===== src/rtl/frame_buffer_pipeline_pkg.sv =====
// Shared constants and types for the tile-based sprite frame buffer pipeline.
// Entity word layout: {ID, orientation, tile}.
package frame_buffer_pipeline_pkg;

  localparam int ENTITY_W   = 14;
  localparam int ID_LSB     = 10;
  localparam int ID_W       = 4;
  localparam int ORIENT_LSB = 8;
  localparam int ORIENT_W   = 2;
  localparam int TILE_LSB   = 0;
  localparam int TILE_W     = 8;

  localparam logic [ID_W-1:0] ID_UNUSED = 4'hF;

  localparam int COORD_W = 10;
  // Bounds carry one extra bit so (col+1)*TILE_PX at the right edge cannot wrap.
  localparam int BOUND_W = 11;

  localparam int DEF_NUM_ENTITIES   = 9;
  localparam int DEF_TILE_PX        = 40;
  localparam int DEF_UPSCALE        = 5;
  localparam int DEF_SCREEN_TILES_H = 16;
  localparam int DEF_SCREEN_TILES_V = 12;
  localparam int DEF_ROM_LATENCY    = 1;

  typedef struct packed {
    logic                valid;
    logic                hit;
    logic                coll;
    logic [ID_W-1:0]     id;
    logic [ORIENT_W-1:0] orient;
    logic [2:0]          line;
    logic [2:0]          px_bit;
  } stage1_t;

  localparam stage1_t STAGE1_RST = '{
    valid:  1'b0,
    hit:    1'b0,
    coll:   1'b0,
    id:     ID_UNUSED,
    orient: '0,
    line:   '0,
    px_bit: '0
  };

endpackage


===== src/rtl/frame_buffer_pipeline_entity_hit_detect.sv =====
// Combinational per-channel tile decode and hit test; also produces the
// sprite line and bit index of the pixel inside the hit tile.
module entity_hit_detect
  import frame_buffer_pipeline_pkg::*;
#(
  parameter int TILE_PX        = DEF_TILE_PX,
  parameter int UPSCALE        = DEF_UPSCALE,
  parameter int SCREEN_TILES_H = DEF_SCREEN_TILES_H,
  parameter int SCREEN_TILES_V = DEF_SCREEN_TILES_V
) (
  input  logic [ID_W-1:0]    i_id,
  input  logic [TILE_W-1:0]  i_tile,
  input  logic [COORD_W-1:0] i_counter_h,
  input  logic [COORD_W-1:0] i_counter_v,
  output logic               o_hit,
  output logic [2:0]         o_line,
  output logic [2:0]         o_bit
);

  localparam logic [BOUND_W-1:0] TILE_PX_B = BOUND_W'(TILE_PX);
  localparam logic [BOUND_W-1:0] UPSCALE_B = BOUND_W'(UPSCALE);
  localparam logic [BOUND_W-1:0] TILES_H_B = BOUND_W'(SCREEN_TILES_H);
  localparam logic [BOUND_W-1:0] TILES_V_B = BOUND_W'(SCREEN_TILES_V);

  logic [BOUND_W-1:0] w_tile;
  logic [BOUND_W-1:0] w_col;
  logic [BOUND_W-1:0] w_row;
  logic [BOUND_W-1:0] w_x_lo;
  logic [BOUND_W-1:0] w_x_hi;
  logic [BOUND_W-1:0] w_y_lo;
  logic [BOUND_W-1:0] w_y_hi;
  logic [BOUND_W-1:0] w_px;
  logic [BOUND_W-1:0] w_py;
  logic [BOUND_W-1:0] w_dx;
  logic [BOUND_W-1:0] w_dy;
  logic               w_in_x;
  logic               w_in_y;
  logic               w_row_ok;

  always_comb begin
    w_tile   = BOUND_W'(i_tile);
    w_col    = w_tile % TILES_H_B;
    w_row    = w_tile / TILES_H_B;
    w_x_lo   = w_col * TILE_PX_B;
    w_x_hi   = w_x_lo + TILE_PX_B;
    w_y_lo   = w_row * TILE_PX_B;
    w_y_hi   = w_y_lo + TILE_PX_B;
    w_px     = BOUND_W'(i_counter_h);
    w_py     = BOUND_W'(i_counter_v);
    w_in_x   = (w_px >= w_x_lo) && (w_px < w_x_hi);
    w_in_y   = (w_py >= w_y_lo) && (w_py < w_y_hi);
    w_row_ok = (w_row < TILES_V_B);
    o_hit    = (i_id != ID_UNUSED) && w_row_ok && w_in_x && w_in_y;
    // Offsets are meaningless when there is no hit; the consumer ignores them then.
    w_dx     = w_px - w_x_lo;
    w_dy     = w_py - w_y_lo;
    o_bit    = 3'(w_dx / UPSCALE_B);
    o_line   = 3'(w_dy / UPSCALE_B);
  end

endmodule


===== src/rtl/frame_buffer_pipeline.sv =====
// Sprite frame buffer pipeline: shadowed entity table, per-pixel priority hit
// detection, sprite ROM request, and ROM-latency-aligned colour output.
module frame_buffer_pipeline
  import frame_buffer_pipeline_pkg::*;
#(
  parameter int   NUM_ENTITIES   = DEF_NUM_ENTITIES,
  parameter int   TILE_PX        = DEF_TILE_PX,
  parameter int   UPSCALE        = DEF_UPSCALE,
  parameter int   SCREEN_TILES_H = DEF_SCREEN_TILES_H,
  parameter int   SCREEN_TILES_V = DEF_SCREEN_TILES_V,
  parameter int   ROM_LATENCY    = DEF_ROM_LATENCY,
  parameter logic BG_COLOUR      = 1'b1
) (
  input  logic                             clk,
  input  logic                             reset,
  input  logic [NUM_ENTITIES*ENTITY_W-1:0] entities,
  input  logic                             frame_start,
  input  logic                             in_valid,
  input  logic [COORD_W-1:0]               counter_H,
  input  logic [COORD_W-1:0]               counter_V,
  output logic [ID_W-1:0]                  rom_sprite_id,
  output logic [ORIENT_W-1:0]              rom_orientation,
  output logic [2:0]                       rom_line,
  input  logic [7:0]                       rom_data,
  output logic                             colour,
  output logic                             colour_valid,
  output logic                             collision
);

  localparam logic [ENTITY_W-1:0] SHADOW_RST = {ID_UNUSED, (ENTITY_W-ID_W)'(0)};

  logic [ENTITY_W-1:0]     r_shadow [NUM_ENTITIES];
  logic [NUM_ENTITIES-1:0] w_hit;
  logic [2:0]              w_line [NUM_ENTITIES];
  logic [2:0]              w_bit  [NUM_ENTITIES];
  stage1_t                 w_s1;
  stage1_t                 r_s1;
  logic                    r_dly_valid [ROM_LATENCY];
  logic                    r_dly_hit   [ROM_LATENCY];
  logic [2:0]              r_dly_bit   [ROM_LATENCY];
  logic                    r_colour;
  logic                    r_colour_valid;

  // Detection in the frame_start cycle still sees the previous shadow contents.
  always_ff @(posedge clk) begin
    if (!reset) begin
      for (int unsigned k = 0; k < NUM_ENTITIES; k++) begin
        r_shadow[k] <= SHADOW_RST;
      end
    end else if (frame_start) begin
      for (int unsigned k = 0; k < NUM_ENTITIES; k++) begin
        r_shadow[k] <= entities[k*ENTITY_W +: ENTITY_W];
      end
    end
  end

  for (genvar g = 0; g < NUM_ENTITIES; g++) begin : g_det
    entity_hit_detect #(
      .TILE_PX        (TILE_PX),
      .UPSCALE        (UPSCALE),
      .SCREEN_TILES_H (SCREEN_TILES_H),
      .SCREEN_TILES_V (SCREEN_TILES_V)
    ) u_det (
      .i_id        (r_shadow[g][ID_LSB +: ID_W]),
      .i_tile      (r_shadow[g][TILE_LSB +: TILE_W]),
      .i_counter_h (counter_H),
      .i_counter_v (counter_V),
      .o_hit       (w_hit[g]),
      .o_line      (w_line[g]),
      .o_bit       (w_bit[g])
    );
  end

  // Lowest-index hit wins; any later hit marks a collision.
  always_comb begin
    w_s1       = STAGE1_RST;
    w_s1.valid = in_valid;
    for (int unsigned k = 0; k < NUM_ENTITIES; k++) begin
      if (w_hit[k]) begin
        if (w_s1.hit) begin
          w_s1.coll = 1'b1;
        end else begin
          w_s1.hit    = 1'b1;
          w_s1.id     = r_shadow[k][ID_LSB +: ID_W];
          w_s1.orient = r_shadow[k][ORIENT_LSB +: ORIENT_W];
          w_s1.line   = w_line[k];
          w_s1.px_bit = w_bit[k];
        end
      end
    end
  end

  always_ff @(posedge clk) begin
    if (!reset) begin
      r_s1 <= STAGE1_RST;
    end else begin
      r_s1 <= w_s1;
    end
  end

  assign rom_sprite_id   = r_s1.hit ? r_s1.id : ID_UNUSED;
  assign rom_orientation = r_s1.orient;
  assign rom_line        = r_s1.line;
  assign collision       = r_s1.coll;

  // Carry pixel context alongside the outstanding ROM read.
  always_ff @(posedge clk) begin
    if (!reset) begin
      for (int unsigned k = 0; k < ROM_LATENCY; k++) begin
        r_dly_valid[k] <= 1'b0;
        r_dly_hit[k]   <= 1'b0;
        r_dly_bit[k]   <= '0;
      end
    end else begin
      r_dly_valid[0] <= r_s1.valid;
      r_dly_hit[0]   <= r_s1.hit;
      r_dly_bit[0]   <= r_s1.px_bit;
      for (int unsigned k = 1; k < ROM_LATENCY; k++) begin
        r_dly_valid[k] <= r_dly_valid[k-1];
        r_dly_hit[k]   <= r_dly_hit[k-1];
        r_dly_bit[k]   <= r_dly_bit[k-1];
      end
    end
  end

  always_ff @(posedge clk) begin
    if (!reset) begin
      r_colour       <= BG_COLOUR;
      r_colour_valid <= 1'b0;
    end else begin
      r_colour_valid <= r_dly_valid[ROM_LATENCY-1];
      if (r_dly_valid[ROM_LATENCY-1] && r_dly_hit[ROM_LATENCY-1]) begin
        r_colour <= rom_data[r_dly_bit[ROM_LATENCY-1]];
      end else begin
        r_colour <= BG_COLOUR;
      end
    end
  end

  assign colour       = r_colour;
  assign colour_valid = r_colour_valid;

endmodule


===== config.mk =====
export PLATFORM = sky130hd
export DESIGN_NAME = frame_buffer_pipeline
export DESIGN_NICKNAME = d
export VERILOG_FILES = /design/src/rtl/frame_buffer_pipeline_pkg.sv /design/src/rtl/frame_buffer_pipeline_entity_hit_detect.sv /design/src/rtl/frame_buffer_pipeline.sv
export SDC_FILE = /design/constraint.sdc
export NUM_CORES = 1
export LEC_CHECK = 0
export BUFFER_PORTS_ARGS = -buffer_cell sky130_fd_sc_hd__buf_2
export CAP_MARGIN = 20
export CORE_MARGIN = 2
export CORE_UTILIZATION = 45
export CTS_CLUSTER_DIAMETER = 60
export DETAILED_ROUTE_END_ITERATION = 12
export GPL_TIMING_DRIVEN = 0
export SYNTH_ARGS = -nofsm -noshare
export SYNTH_HDL_FRONTEND = slang
export SYNTH_SLANG_ARGS = --single-unit

===== constraint.sdc =====
create_clock -name clk -period 11.5 [get_ports clk]
set_input_delay 0.575 -clock clk [delete_from_list [all_inputs] [get_ports clk]]
set_output_delay 0.575 -clock clk [all_outputs]
set_load 0.02 [all_outputs]

======== Word-level counts from Yosys, hierarchy flattened ========
Memories as Yosys holds them, arrays and structs flattened.
Index checks and enable logic that the tools add are counted.
storage, ports and cells
  RAM bits ................................ 131
  bits in registers ....................... 17
  ROM bits ................................ 0
  output and inout bits ................... 12
  latch bits .............................. 0
  memories kept ........................... 4
memories
  memory       depth  width  rd ports  clocked after Yosys merged registers in  write ports  line                         text
  r_shadow     9      14     9         0                                        9            frame_buffer_pipeline.sv:32  logic [ENTITY_W-1:0] r_shadow [NUM_ENTITIES];
  r_dly_bit    1      3      1         0                                        1            frame_buffer_pipeline.sv:40  logic [2:0] r_dly_bit [ROM_LATENCY];
  r_dly_hit    1      1      1         0                                        1            frame_buffer_pipeline.sv:39  logic r_dly_hit [ROM_LATENCY];
  r_dly_valid  1      1      1         0                                        1            frame_buffer_pipeline.sv:38  logic r_dly_valid [ROM_LATENCY];
cells by class
  bitwise logic cells ..................... 9
  mux-type cells .......................... 49
  equality and inequality tests ........... 9
  div/mod/pow operators ................... 18
  $lt $le $gt $ge ......................... 46
  add/subtract/negate cells ............... 36
  reduce and logical (&&, ||, !) cells .... 50
  multiply operators ...................... 18
  shift operators ......................... 0
operators with widths
  operator                                                              number
  14-bit two-way mux                                                    17
  11-bit by 6-bit adder with 11-bit output, second input constant       18
  11-bit by 3-bit divider with 11-bit output, second input constant     18
  10-bit by 11-bit greater-or-equal comparator with 1-bit output        18
  10-bit by 11-bit < comparator with 1-bit output                       18
  10-bit by 11-bit subtractor with 11-bit output                        18
  4-bit by 3-bit multiplier with 7-bit output, second input constant    18
  12-bit two-way mux                                                    9
  1-bit logical AND                                                     46
  4-bit < comparator, second input constant                             9
  4-bit inequality test, second input constant                          9
  1-bit two-way mux                                                     20
  1-bit bitwise OR                                                      9
  3-bit by 4-bit < comparator with 1-bit output, second input constant  1
  4-bit two-way mux                                                     1
  1-bit binary-select mux with 3-bit select                             1
  3-bit two-way mux                                                     1
  3-bit OR reduction                                                    1
  2-bit AND reduction                                                   1
  1-bit OR reduction                                                    2

======== Longest topological paths before layout ========
Gate-level depths: netlist (run 1).
An unclocked memory read counts as a cell.
  depth after elaboration ................. 24
  gate-level depth with buffers ........... 31
  gate-level depth less buffers ........... 29

======== Cells and area by module ========
Synthesis (run 1) repeated with hierarchy kept, for this count alone.
second synthesis, totals
  cells, all modules ...................... 4723
  area, all modules ....................... 37186.9 µm²
modules (own cells, without submodules)
  module                                   area an instance (µm²)  sequential area each (µm²)  cells each  times used
  entity_hit_detect at g_det[0].u_det ...  3492.1                  0.0                         475         7
  frame_buffer_pipeline                    6585.1                  4224.1                      519         1
  entity_hit_detect at g_det[8].u_det      3249.4                  0.0                         477         1
  entity_hit_detect at g_det[3].u_det      2907.8                  0.0                         402         1

======== Worst setup path after synthesis (run 1) ========
No wires, ideal clock.
  path type ............................... reg-to-reg
  from .................................... memory r_shadow[5][7], in the netlist r_shadow[0][77]
  to ...................................... register r_s1, in the netlist rom_line[0]
  period minus slack after synthesis ...... 6.932 ns
  slack ................................... 4.568 ns
  arrival time ............................ 6.814 ns
  path buffers ............................ 4
  cell stages (with the launch flop) ...... 30
  cells stage by stage .................... edfxtp_1 -> ha_1 -> ha_1 -> fa_1 -> inv_1 -> ha_1 -> a211o_1 -> and2_1 -> clkbuf_1 -> o311a_1 -> a221o_1 -> buf_6 -> nor4_2 -> a2111oi_2 -> and2_4 -> buf_6 -> o31a_4 -> buf_6 -> o211a_1 -> a2111oi_2 -> ha_1 -> inv_1 -> nor4_1 -> a2111oi_0 -> a32o_1 -> a221o_1 -> a211oi_2 -> o21bai_1 -> o2111ai_1 -> a32o_1
RTL lines
  what                  line                         text
  start, declared       frame_buffer_pipeline.sv:32
  end signal, assigned  frame_buffer_pipeline.sv:97  r_s1 <= w_s1;
  end, declared         frame_buffer_pipeline.sv:37  stage1_t r_s1;

==> results.py, run 1 <==
metrics = {
    "final_layout": {
        "design_area_um2": 37780,
        "final_core_util_pct": 48.93,
        "instances_no_fill": 5973,
        "finalNetCount": 5475,
        "fillCellCount": 7766,
        "drive_above_1_share_pct": 8.137,
        "area_delta_synth_final_pct": 8.105,
    },
    "clock_network": {
        "clock_path_buffers": 2,
        "htree_levels": 4,
        "root_buffer": "clkbuf_16",
        "cts.sinks": 148,
        "cts_setup_buffers": 0,
        "insertion_delay_ns": 0.51,
        "cts_made_buffers": 17,
        "post_cts_resized": 0,
        "clkTransAtPathRegs_ns": 0.08,
        "cts_hold_buf": 0,
        "cts_tree": "yes",
    },
    "yosys": {
        "synth.avg_cell_area_um2": 7.401,
        "synth_compound_area_share_pct": 32.53,
        "synthTopCellsByArea": "ha_1 (13%), edfxtp_1 (11%), xnor2_1 (4.5%), o21ai_0 (4.2%), a21oi_1 (3.8%)",
        "synth_area_um2": 34950,
        "yosysTopAreaCell": "ha_1",
        "synth_top_family_by_area": "compound AO/OA/AOI/OAI gates",
        "synthCells": 4722,
        "yosys.area_share.simple_pct": 24.92,
        "synth_edf_count": 126,
        "synth-seq-area-share_pct": 12.09,
        "synth_top_area_share_pct": 13.10,
        "synth_flop_cell": "edfxtp_1",
        "yosysWarnings": 0,
        "synth_nets": 5282,
        "synth_fa_ha_area_share_pct": 15.85,
        "synth.most_common_cell": "ha_1",
        "ys_types": 116,
        "synth-xor-area-share_pct": 6.745,
        "async_reset_ff_share_pct": 0,
        "synthMuxAreaShare_pct": 2.241,
        "ys_top_cells_by_count": "ha_1 (366), nand2_1 (345), nor2_1 (344)",
        "synth_seq_cells": 148,
    },
    "grt": {
        "overflow": 0,
        "track_usage_pct": 29.50,
        "grt_max_degree": 69,
        "grt_pass1_vias": 33910,
        "grt_pass1_wl_mm": 187.9,
        "antenna_found_initial": 8,
    },
    "power": {
        "finalPower_mw": 7.817,
        "powerDensity_nw_per_um2": 206.9,
        "ir_drop_mv": 0.1367,
        "leakage_nw": 15.27,
    },
    "placed_design": {
        "dp_hpwl_mm": 94.03,
        "dp_slack_ns": 3.014,
        "dp_cells": 5935,
        "globalplace.congestion": 0.9782,
        "place_area_um2": 37200,
        "port_buffers": 167,
    },
    "floorplanning": {
        "die-area_um2": 79910,
        "die_h_um": 282.7,
        "row_count": 102,
        "ios": 170,
        "start_util_pct": 45.26,
        "die-width_um": 282.7,
        "coreArea_um2": 77210,
    },
    "flow_run": {
        "maxCapViolCount": 0,
    },
    "min_path": {
        "min_path_cells": 2,
        "min_from": "in_valid",
        "min_path_type": "input pin to flop",
    },
    "status": {
        "status": "finished, final reports clean",
    },
    "setup_path": {
        "crit_path_top_delay_cell": "a2111oi_2",
        "crit_type": "flop to flop",
        "critPathLaunch": "r_shadow[0][75]",
        "critPathCaptureType": "flop",
        "max_stage_delay_ns": 0.59,
        "worstPathRequired_ns": 11.89,
        "start_kind": "flop",
        "crit_fanout": 10,
        "crit_top_cell": "ha_1",
        "reg2reg_depth": 30,
        "arrival_ns": 8.63,
        "r2r_start": "r_shadow[0][75]",
    },
    "sta": {
        "hold_violations": 0,
        "skew_ns": 0.01994,
        "setup_viol": 0,
        "maxSlewHeadroom_pct": 8.063,
        "whs_ns": 0.3027,
        "final.min_clock_period_ns": 8.233,
        "layout_setup_ws_ns": 3.267,
        "fin_crit_sh_pct": 71.59,
        "rsz0062_at_grt": "no",
        "fin_tns_setup_ns": 0,
        "maxSlewViolCount": 0,
        "tightest_slew_ns": 1.379,
        "fmax_ghz": 0.1215,
    },
    "drt": {
        "remaining_drc_errors": 0,
        "ant_nets": 0,
        "vias": 37980,
        "vias_per_cell": 6.358,
        "wl_per_cell_um": 20.26,
        "first_pass_iters": 6,
        "wirelength_mm": 121.0,
        "first_iter_violations": 3721,
    },
}
==> cell families after synthesis <==
kind of cell | Yosys count
AOI/OAI and AO/OA | 1608
muxes | 71
adders and majority gates | 426
xor gates and xnor gates | 261
DFF | 148
and+or+nand+nor | 1702
buffers and inverters | 506
==> metal layers <==
layer	wire length [um]	vias up	GRT usage, %
li1	-	18450	-
met1	55970	17860	41.79
met2	51280	1454	44.87
met3	9320	208	4.502
met4	4416	4	11.08
met5	26	-	0
==> power breakdown <==
group	total (mW)	internal, mW	switching (mW)
Sequential	0.684	0.637	0.0474
Combinational	6.56	2.51	4.05
Clock	0.573	0.281	0.292
Total	7.82	3.43	4.39
==> cells in the final DEF, fill, tap and decap left out, types with 66 or more instances in the layout <==
cell type  count
a21oi_1      268
nand3_1      142
or2_2         77
nand2_1      345
nor3_1       182
o21a_1        86
ha_1         366
a211oi_1      84
a21o_1        89
xor2_1        75
inv_1        246
xnor2_1      179
clkbuf_1     222
buf_2        182
nor2_1       344
o21ai_0      296
nor2b_1       73
edfxtp_1     126
and3_1       148
nor4_1        66
o211ai_1      90
==> worst max-delay path: cells and delay by family (launching register included) <==
family	cells	cell delay, ns
AO/OA/AOI/OAI	14	3.97
AND/OR/NAND/NOR	7	1.39
adder cells (fa/ha/maj)	5	1.79
buffers and inverters	4	0.47
flip-flops	1	0.48
==> final cells by class <==
cell class              instances  area [um^2]  share of cell area (%)
diodes                          5        12.51                 0.03312
plain buffers                 252         1012                   2.679
clock buffers                  18        429.2                   1.136
clock inverters                14        125.1                  0.3312
inverters                     254        953.4                   2.524
multi-input cells            4068        28780                   76.18
flip-flops and latches        148         4224                   11.18
well taps                    1040         1301                   3.444
repair buffers                174        940.9                   2.490
==> path summary, 6_finish.rpt <==
| check | slack [ns] | to |
|---|---|---|
| worst max-delay path | 3.27 | rom_line[0] |
| worst min-delay path | 0.30 | r_s1[14] |
| worst max register to register | 3.27 | rom_line[0] |
| worst min register to register | 0.39 | colour |
==> state kept, by name, summed over array words and instances, names as in the netlist <==
register,flops
r_shadow,126
rom_orientation,2
r_dly_valid,1
colour_valid,1
colour,1
rom_line,3
r_dly_hit,1
r_dly_bit,3
r_s1,9
collision,1
Power figures use the tool's default switching activity.
==> run 2, diff against run 1 <==
Clock period 11.5 ns to 8 ns, I/O delays scaled along.
==> run 2 against run 1 <==
Compared with the run above: the run now ends with slew limit left; non-clock buffer count rose by 6; first-iteration DRC count fell by 2.2%; sequential cell count did not move; core utilization rose by 0.37 points; die area did not move; combinational power rose by 46%; fmax rose by 6.3%; via count barely moved; critical endpoint unchanged; largest power group unchanged.
==> results.py, run 2 (synthesis results as in run 1) <==
metrics = {
    "power": {
        "p_int_mw": 4.998,
        "pwr-share-clk_pct": 7.2,
        "ir_drop_mv": 0.1892,
        "finalPower_mw": 11.38,
        "switching_share_pct": 56.07,
        "powerDensity_nw_per_um2": 298.9,
        "power_switching_mw": 6.379,
        "p_seq_share_pct": 8.6,
        "leakage_nw": 15.37,
        "comb_power_share_pct": 84.1,
    },
    "sta": {
        "hold_violations": 0,
        "maxSlewHeadroom_pct": -3.228,
        "tightest_slew_ns": 1.548,
        "layout_setup_ws_ns": 0.2543,
        "fin_crit_sh_pct": 96.82,
        "final.min_clock_period_ns": 7.746,
        "rsz0062_at_grt": "yes",
        "skew_ns": 0.01885,
        "setup_viol": 0,
        "fmax_ghz": 0.1291,
        "maxSlewViolCount": 2,
        "fin_tns_setup_ns": 0,
        "whs_ns": 0.1252,
    },
    "final_layout": {
        "top_regs": "r_shadow x126, r_s1 x9",
        "top_register": "r_shadow",
        "final_common_cell": "ha_1",
        "finalNetCount": 5481,
        "area_delta_synth_final_pct": 8.925,
        "drive_above_1_share_pct": 8.735,
        "final_core_util_pct": 49.30,
        "largest_reg_flops": 126,
        "final_cell_mix": "ha_1 (365), nand2_1 (344), nor2_1 (343)",
    },
    "setup_path": {
        "crit_fanout": 10,
        "crit_type": "flop to flop",
        "crit_path_top_delay_cell": "fa_1",
        "start_kind": "flop",
        "critPathCaptureType": "flop",
        "worstPathRequired_ns": 8.38,
        "arrival_ns": 8.13,
        "max_stage_delay_ns": 0.55,
    },
    "clock_network": {
        "cts_made_buffers": 17,
        "htree_levels": 4,
        "clock_path_buffers": 2,
        "insertion_delay_ns": 0.51,
        "clkTransAtPathRegs_ns": 0.08,
        "root_buffer": "clkbuf_16",
        "cts_hold_buf": 0,
        "cts_tree": "yes",
        "cts.sinks": 148,
    },
    "floorplanning": {
        "start_util_pct": 45.26,
        "row_count": 102,
        "ios": 170,
        "die-width_um": 282.7,
        "die_h_um": 282.7,
        "die-area_um2": 79910,
        "coreArea_um2": 77210,
    },
    "drt": {
        "first_pass_iters": 6,
        "wl_met1_mm": 56.13,
        "wl_per_cell_um": 20.29,
        "met2_length_mm": 51.61,
        "wirelength_mm": 121.3,
        "first_iter_violations": 3639,
        "ant_nets": 0,
        "highest_layer": "met5",
        "wl_met3_mm": 9.082,
        "remaining_drc_errors": 0,
        "vias": 37960,
        "vias_per_cell": 6.349,
    },
    "grt": {
        "grt_pass1_vias": 33920,
        "track_usage_pct": 29.51,
        "grt_pass1_wl_mm": 188.0,
        "antenna_found_initial": 8,
        "overflow": 0,
        "grt_max_degree": 69,
    },
    "status": {
        "status": "finished with violations",
        "violations": "slew limit",
    },
    "placed_design": {
        "port_buffers": 167,
        "dp_slack_ns": -0.3114,
        "dp_hpwl_mm": 94.03,
        "globalplace.congestion": 0.9782,
    },
    "min_path": {
        "min_path_type": "input pin to flop",
    },
    "flow_run": {
        "maxCapViolCount": 0,
    },
}
[run 2: cell count changes in the layout (fill, tap and decap cells not counted), sizes merged]
cell,change
clkbuf,-2
buf,+8
[run 2: critical path, delay by kind of cell, from the launching register on]
family	cells	cell delay, ns
compound gates	14	3.74
fa+ha+maj	5	1.74
buf+inv	5	0.57
flops	1	0.42
simple gates	5	1.14
[run 2: final cells by class]
class	instances	area (um^2)
well taps	1040	1301
repair buffers	182	1001
multi-input cells	4068	29010
clock inverters	14	125.1
flip-flops and latches	148	4224
inverters	254	953.4
diodes	5	12.51
plain buffers	250	1011
clock buffers	18	429.2
fillers	7743	39140
[run 2: stage by stage]
stage / std cells / instance area (um^2)
after global routing: 5975 / 38060
after global placement: 5929 / 37090
final: 5979 / 38070
after detailed placement: 5935 / 37200
after floorplan: 4722 / 34950
after CTS: 5967 / 37760
[run 2: metal layers]
metal / track usage [%] / up-vias
met1: 41.79 / 17870
met3: 4.502 / 204
li1: - / 18460
met4: 11.08 / 4
met2: 44.88 / 1422
met5: 0 / -
[run 2: final timing paths]
check | start | end | slack, ns | cells after the start
max | r_shadow[0][75] | rom_line[0] | 0.25 | 29
min | in_valid | r_s1[14] | 0.13 | 2
max reg2reg | r_shadow[0][75] | rom_line[0] | 0.25 | 29
min reg2reg | r_dly_hit[0] | colour | 0.39 | 1
[run 2: repair_timing]
action | 4_1_cts | 5_1_grt
pin swaps | 0 | 5
buffers inserted | 0 | 8
resized for setup | 1 | 43
setup endpoints to repair | 1 | 2
[run 2: power by group through the flow]
stage | registers, mW | clock network (mW) | logic, mW
2_1_floorplan | 0.979 | 0 | 7.26
3_3_place_gp | 1.01 | 0 | 9.11
3_5_place_dp | 0.999 | 0 | 9.16
4_1_cts | 0.983 | 0.846 | 9.22
5_1_grt | 0.992 | 0.862 | 10.6
6_report | 0.983 | 0.824 | 9.57
